===== config.mk =====
export PLATFORM = sky130hd
export DESIGN_NAME = stopwatch_ctrl
export DESIGN_NICKNAME = d
export VERILOG_FILES = /design/src/rtl/stopwatch_ctrl_pkg.sv /design/src/rtl/stopwatch_ctrl_key_debounce.sv /design/src/rtl/stopwatch_ctrl.sv
export SDC_FILE = /design/constraint.sdc
export NUM_CORES = 1
export LEC_CHECK = 0
export CORE_AREA = 2 2 122 124
export CTS_CLUSTER_DIAMETER = 40
export CTS_CLUSTER_SIZE = 20
export DETAILED_ROUTE_END_ITERATION = 8
export DIE_AREA = 0 0 124 126
export PLACE_DENSITY = 0.74
export SKIP_CTS_REPAIR_TIMING = 1
export SLEW_MARGIN = 10
export SYNTH_ARGS = -nofsm -noshare
export SYNTH_HDL_FRONTEND = slang
export SYNTH_SLANG_ARGS = --single-unit

===== constraint.sdc =====
create_clock -name clk -period 2.2 [get_ports clk]
set_input_delay 0.33 -clock clk [delete_from_list [all_inputs] [get_ports clk]]
set_output_delay 0.33 -clock clk [all_outputs]
set_load 0.01 [all_outputs]

===== src/rtl/stopwatch_ctrl_pkg.sv =====
// rtl/stopwatch_ctrl_pkg.sv - shared state/event encodings and defaults for the stopwatch controller
package stopwatch_ctrl_pkg;

    typedef enum logic [1:0] {
        ST_IDLE  = 2'b00,
        ST_RUN   = 2'b01,
        ST_PAUSE = 2'b10,
        ST_LAP   = 2'b11
    } sw_state_t;

    typedef enum logic [1:0] {
        EV_NONE  = 2'b00,
        EV_START = 2'b01,
        EV_LAP   = 2'b10,
        EV_CLEAR = 2'b11
    } sw_event_t;

    localparam int TICK_DIV_DEFAULT        = 500000;
    localparam int DEBOUNCE_CYCLES_DEFAULT = 1000000;
    localparam int CNT_W_DEFAULT           = 32;

    function automatic logic is_running(input sw_state_t s);
        return (s == ST_RUN) || (s == ST_LAP);
    endfunction

endpackage


===== src/rtl/stopwatch_ctrl_key_debounce.sv =====
// rtl/stopwatch_ctrl_key_debounce.sv - synchronise and debounce one active-low key, emit a press pulse
module key_debounce #(
    parameter int DEBOUNCE_CYCLES = 1000000,
    parameter int CNT_W           = 32
) (
    input  logic clk,
    input  logic key_reset,
    input  logic key_n,
    output logic level,
    output logic press
);

    localparam logic [CNT_W-1:0] LAST = CNT_W'(DEBOUNCE_CYCLES - 1);

    logic             sync1;
    logic             sync2;
    logic             level_d;
    logic [CNT_W-1:0] cnt;

    always_ff @(posedge clk or negedge key_reset) begin
        if (!key_reset) begin
            sync1   <= 1'b1;
            sync2   <= 1'b1;
            level   <= 1'b1;
            level_d <= 1'b1;
            press   <= 1'b0;
            cnt     <= '0;
        end else begin
            sync1   <= key_n;
            sync2   <= sync1;
            level_d <= level;
            // Only the 1->0 flip of the accepted level is a press; release is silent.
            press   <= level_d & ~level;
            if (sync2 == level) begin
                cnt <= '0;
            end else if (cnt == LAST) begin
                cnt   <= '0;
                level <= sync2;
            end else begin
                cnt <= cnt + 1'b1;
            end
        end
    end

endmodule


===== src/rtl/stopwatch_ctrl.sv =====
// rtl/stopwatch_ctrl.sv - stopwatch sequencer: key arbitration, IDLE/RUN/PAUSE/LAP FSM, tick prescaler, strobes
module stopwatch_ctrl
    import stopwatch_ctrl_pkg::*;
#(
    parameter int TICK_DIV        = TICK_DIV_DEFAULT,
    parameter int DEBOUNCE_CYCLES = DEBOUNCE_CYCLES_DEFAULT,
    parameter int CNT_W           = CNT_W_DEFAULT
) (
    input  logic       clk,
    input  logic       key_reset,
    input  logic       key_start_pause,
    input  logic       key_lap,
    input  logic       key_clear,
    output logic       tick,
    output logic       counter_clear,
    output logic       display_load,
    output logic [1:0] state,
    output logic       led_run,
    output logic       led_frozen
);

    localparam logic [CNT_W-1:0] LAST_TICK = CNT_W'(TICK_DIV - 1);

    logic [2:0]       key_level;
    logic [2:0]       key_press;
    sw_event_t        ev;
    sw_state_t        cur;
    sw_state_t        nxt;
    logic             clear_now;
    logic [CNT_W-1:0] presc;
    logic [CNT_W-1:0] presc_next;

    key_debounce #(.DEBOUNCE_CYCLES(DEBOUNCE_CYCLES), .CNT_W(CNT_W)) u_db_start (
        .clk(clk), .key_reset(key_reset), .key_n(key_start_pause),
        .level(key_level[0]), .press(key_press[0])
    );
    key_debounce #(.DEBOUNCE_CYCLES(DEBOUNCE_CYCLES), .CNT_W(CNT_W)) u_db_lap (
        .clk(clk), .key_reset(key_reset), .key_n(key_lap),
        .level(key_level[1]), .press(key_press[1])
    );
    key_debounce #(.DEBOUNCE_CYCLES(DEBOUNCE_CYCLES), .CNT_W(CNT_W)) u_db_clear (
        .clk(clk), .key_reset(key_reset), .key_n(key_clear),
        .level(key_level[2]), .press(key_press[2])
    );

    // A press is honoured only while its key is still accepted as held down.
    always_comb begin
        logic [2:0] held_press;
        held_press = key_press & ~key_level;
        ev = EV_NONE;
        if (held_press[0])      ev = EV_START;
        else if (held_press[1]) ev = EV_LAP;
        else if (held_press[2]) ev = EV_CLEAR;
    end

    always_comb begin
        nxt       = cur;
        clear_now = 1'b0;
        case (cur)
            ST_IDLE: begin
                if (ev == EV_START)      nxt = ST_RUN;
                else if (ev == EV_CLEAR) clear_now = 1'b1;
            end
            ST_RUN: begin
                if (ev == EV_START)    nxt = ST_PAUSE;
                else if (ev == EV_LAP) nxt = ST_LAP;
            end
            ST_LAP: begin
                if (ev == EV_START)    nxt = ST_PAUSE;
                else if (ev == EV_LAP) nxt = ST_RUN;
            end
            default: begin
                if (ev == EV_START) begin
                    nxt = ST_RUN;
                end else if (ev == EV_CLEAR) begin
                    nxt       = ST_IDLE;
                    clear_now = 1'b1;
                end
            end
        endcase
    end

    // Prescaler advances on the current state, so a pause holds sub-tick progress.
    always_comb begin
        presc_next = presc;
        if (clear_now || cur == ST_IDLE)    presc_next = '0;
        else if (is_running(cur))           presc_next = (presc == LAST_TICK) ? '0 : presc + 1'b1;
    end

    always_ff @(posedge clk or negedge key_reset) begin
        if (!key_reset) begin
            cur           <= ST_IDLE;
            presc         <= '0;
            tick          <= 1'b0;
            counter_clear <= 1'b0;
            display_load  <= 1'b0;
            led_run       <= 1'b0;
            led_frozen    <= 1'b0;
        end else begin
            cur           <= nxt;
            presc         <= presc_next;
            tick          <= is_running(nxt) && (presc_next == LAST_TICK);
            counter_clear <= clear_now;
            display_load  <= (tick && cur == ST_RUN) || counter_clear
                             || (cur == ST_LAP && nxt != ST_LAP);
            led_run       <= is_running(nxt);
            led_frozen    <= (nxt == ST_LAP);
        end
    end

    assign state = cur;

endmodule

==> flow_summary.yaml, run 1 <==
logic_synthesis:
  synth-seq-area-share_pct: 49.0
  synth.ff_latch_count: 150
  avgSynthCellArea_sq_um: 9.74
  synth_top_family_by_area: "simple AND/OR/NAND/NOR gates"
  yosysUniqueCellTypes: 54
  synth_mux_area_share_pct: 0.846
  ys.flop_type: "dfrtp_1"
  synth_compound_area_share_pct: 3.21
  synth_area_sq_um: 7690
  yosys.area_share.xor_xnor_pct: 13.8
  synth_async_sr_flop_share_pct: 100
  synthesis.nets: 798
  synth-edff-count: 0
  synth_fa_ha_area_share_pct: 0.651
  yosys_warnings: 0
  syn_inst: 789
  synth-simple-area-share_pct: 28.9
worst_setup_path:
  crit_arrival_ns: 2.60
  worstPathRequired_ns: 2.54
  worstSetupEndpointType: "flip-flop"
  cp_max_fo: 5
  r2r_start: "presc[0]$_DFF_PN0_"
  critPathLaunchType: "flip-flop"
  criticalPathCategory: "reg -> reg"
  startpoint: "presc[0]$_DFF_PN0_"
route:
  wl_per_cell_microns: 15.9
  firstDrtPassIters: 5
  postRouteAntennaNets: 0
  route.vias.total: 6033
  routed_wl_microns: 16800
  avgViaCountPerCell: 5.69
  drt-initial-drc-count: 515
  drc: 0
power_and_ir_drop:
  total_power_mw: 6.12
  power_density_nw_per_um2: 661
  ir_drop_mv: 0.462
  leakagePower_nw: 3.89
run:
  maxCapViolCount: 0
global_routing:
  grtUsageTotal_pct: 23.1
  grt-ovfl-total: 0
  antenna_found_initial: 0
  grt_pass1_vias: 5997
  grt_pass1_wl_microns: 28500
  grt_max_degree: 61
sta:
  fin_hold_ws_ns: 0.313
  final-setup-viol-count: 1
  setup_ws_ns: -0.0608
  skew_ns: 0.0114
  slew_violations: 0
  post-route-period-util_pct: 103
  finalHoldViolCount: 0
  tightest_slew_ns: 0.483
  rsz0062_at_grt: "true"
  period_minus_slack_ns: 2.26
  slew_headroom_pct: 67.5
  fmax_mhz: 442
clocking:
  clk_pin_slew_ns: 0.06
  cts-buffers-inserted: 17
  cts_tree: "done"
  clockBufferDepth: 2
  clk_latency_ns: 0.43
  htreeDepth: 4
  clock-sinks: 150
  clock-root-buffer: "clkbuf_16"
final_layout:
  antenna_cells: 0
  utilization_pct: 64.7
  layout.nets: 872
  area.growth.synth_to_final_pct: 20.5
  drive_gt1_share_pct: 18.8
  n_fill_cell: 1135
floorplanning:
  start_util_pct: 53.7
  ios: 12
  rows: 44
  die-area_sq_um: 15600
  die_h_microns: 126
  fp.dieW_microns: 124
  core-area_sq_um: 14300
min_path:
  hold_start: "key_clear"
  hold_path_class: "in -> reg"
run_status:
  status: "complete, but fails checks"
  violations: "negative setup slack"
placed_design:
  gp_congestion: 0.963
  dp_hpwl_microns: 11400
  portBuffers: 11
## sequential cells by signal, summed over array words and instances (netlist names), 2 cells and up
register        cells
presc              32
state               2
u_db_clear.cnt     32
u_db_lap.cnt       32
u_db_start.cnt     32
## final cells by class
type | instances | area, sq um | area share [%]
clock buffers | 21 | 450 | 4.86
repair buffers | 91 | 785 | 8.47
flip-flops and latches | 150 | 3770 | 40.7
inverters | 20 | 75.1 | 0.810
multi-input cells | 583 | 3750 | 40.5
clock inverters | 11 | 198 | 2.13
well taps | 184 | 230 | 2.49
## kinds of logic after synthesis
| family | Yosys count |
|---|---|
| DFF | 150 |
| and+or+nand+nor | 422 |
| xor gates and xnor gates | 121 |
| AOI/OAI and AO/OA | 30 |
| adders and majority gates | 4 |
| buffers and inverters | 56 |
| muxes | 6 |
## final timing paths
kind	to	slack, ns	cells after the start
worst max-delay path	tick$_DFF_PN0_	-0.06	8
worst min-delay path	u_db_clear.sync1$_DFF_PN1_	0.31	1
worst max register to register	tick$_DFF_PN0_	-0.06	8
worst min register to register	u_db_clear.sync2$_DFF_PN1_	0.36	0
max in group asynchronous	u_db_start.level_d$_DFF_PN1_	1.13	3
min in group asynchronous	u_db_start.cnt[29]$_DFF_PN0_	0.37	2
## worst max-delay path, stage by stage (launching register included)
cell and delay (ns):
dfrtp_1 0.43, and4_4 0.26, buf_4 0.14, buf_4 0.14
nand4_1 0.17, nor4_2 0.19, nor3_1 0.09, or4_4 0.50
nor4_2 0.26
## report_power, final
| group | leakage (nW) | internal [mW] | switching [mW] |
|---|---|---|---|
| sequential | 2.04 | 2.78 | 0.0129 |
| combinational | 1.54 | 0.0478 | 0.0996 |
| clock | 0.312 | 2.05 | 1.13 |
## layout by cell type (no fill, tap or decap), drive strengths merged, types with 2 or more instances in the layout
| cell type | instances |
|---|---|
| nor2 | 143 |
| dfrtp | 138 |
| buf | 80 |
| xnor2 | 72 |
| nand3 | 52 |
| xor2 | 49 |
| nand2 | 46 |
| nand4 | 38 |
| nor3 | 34 |
| nor4 | 32 |
| inv | 22 |
| and3 | 21 |
| clkbuf | 21 |
| and4 | 16 |
| dfstp | 12 |
| nor2b | 10 |
| clkdlybuf4s50 | 10 |
| a21oi | 7 |
| nor4b | 7 |
| and2 | 5 |
| nand2b | 5 |
| bufinv | 5 |
| or2 | 4 |
| o211ai | 4 |
| o31a | 4 |
| mux2 | 4 |
| or4 | 4 |
| ha | 4 |
| a21o | 3 |
| clkinv | 3 |
| nand4b | 2 |
| o211a | 2 |
| mux2i | 2 |
## metrics by stage
step | std cells | worst slack, ns | setup TNS (ns) | cell area (sq um)
floorplan | 789 | 0.0431 | 0 | 7690
global placement | 1018 | -0.00234 | -0.00234 | 8420
detailed placement | 1018 | -0.0991 | -0.0991 | 8420
CTS | 1050 | -0.126 | -0.277 | 9070
global route | 1060 | -0.136 | -0.658 | 9260
finish | 1060 | -0.0608 | -0.0608 | 9260
## Yosys cell counts (4+ instances only)
master / count / share of area (%)
or2_2: 4 / 0.33
a21oi_1: 7 / 0.46
buf_2: 11 / 0.72
ha_1: 4 / 0.65
nand4_2: 4 / 0.65
nand2b_1: 5 / 0.41
inv_1: 20 / 0.98
nor4b_1: 5 / 0.57
nor3_1: 34 / 2.2
nor2_1: 143 / 7.0
dfrtp_1: 138 / 45
o211ai_1: 4 / 0.39
xnor2_1: 72 / 8.2
nor4_1: 28 / 2.3
nor2b_1: 10 / 0.81
and3_1: 21 / 1.7
clkbuf_1: 16 / 0.78
nand4_1: 34 / 2.8
buf_6: 5 / 0.73
and2_1: 5 / 0.41
nand2_1: 46 / 2.2
mux2_2: 4 / 0.59
and4_1: 15 / 1.7
xor2_1: 49 / 5.6
o31a_1: 4 / 0.46
nand3_1: 51 / 3.3
dfstp_2: 12 / 4.1
## layer usage
metal  GRT usage (%)  routed length (microns)
met1            31.0                     7520
met2            37.1                     8290
met5               0                        0
met3            4.53                      619
met4            9.19                      378
No activity file was read; power rests on OpenSTA's default activity.
==> run 2: changes to the inputs <==
- CAP_MARGIN: default -> 20
==> results of run 2 <==
The final DEF is identical to that of run 1; final timing and power are the same.
==> run 3: changes to the inputs <==
- SKIP_LAST_GASP: default -> 1
==> results of run 3 <==
The final DEF is identical to that of run 1; final timing and power are the same.
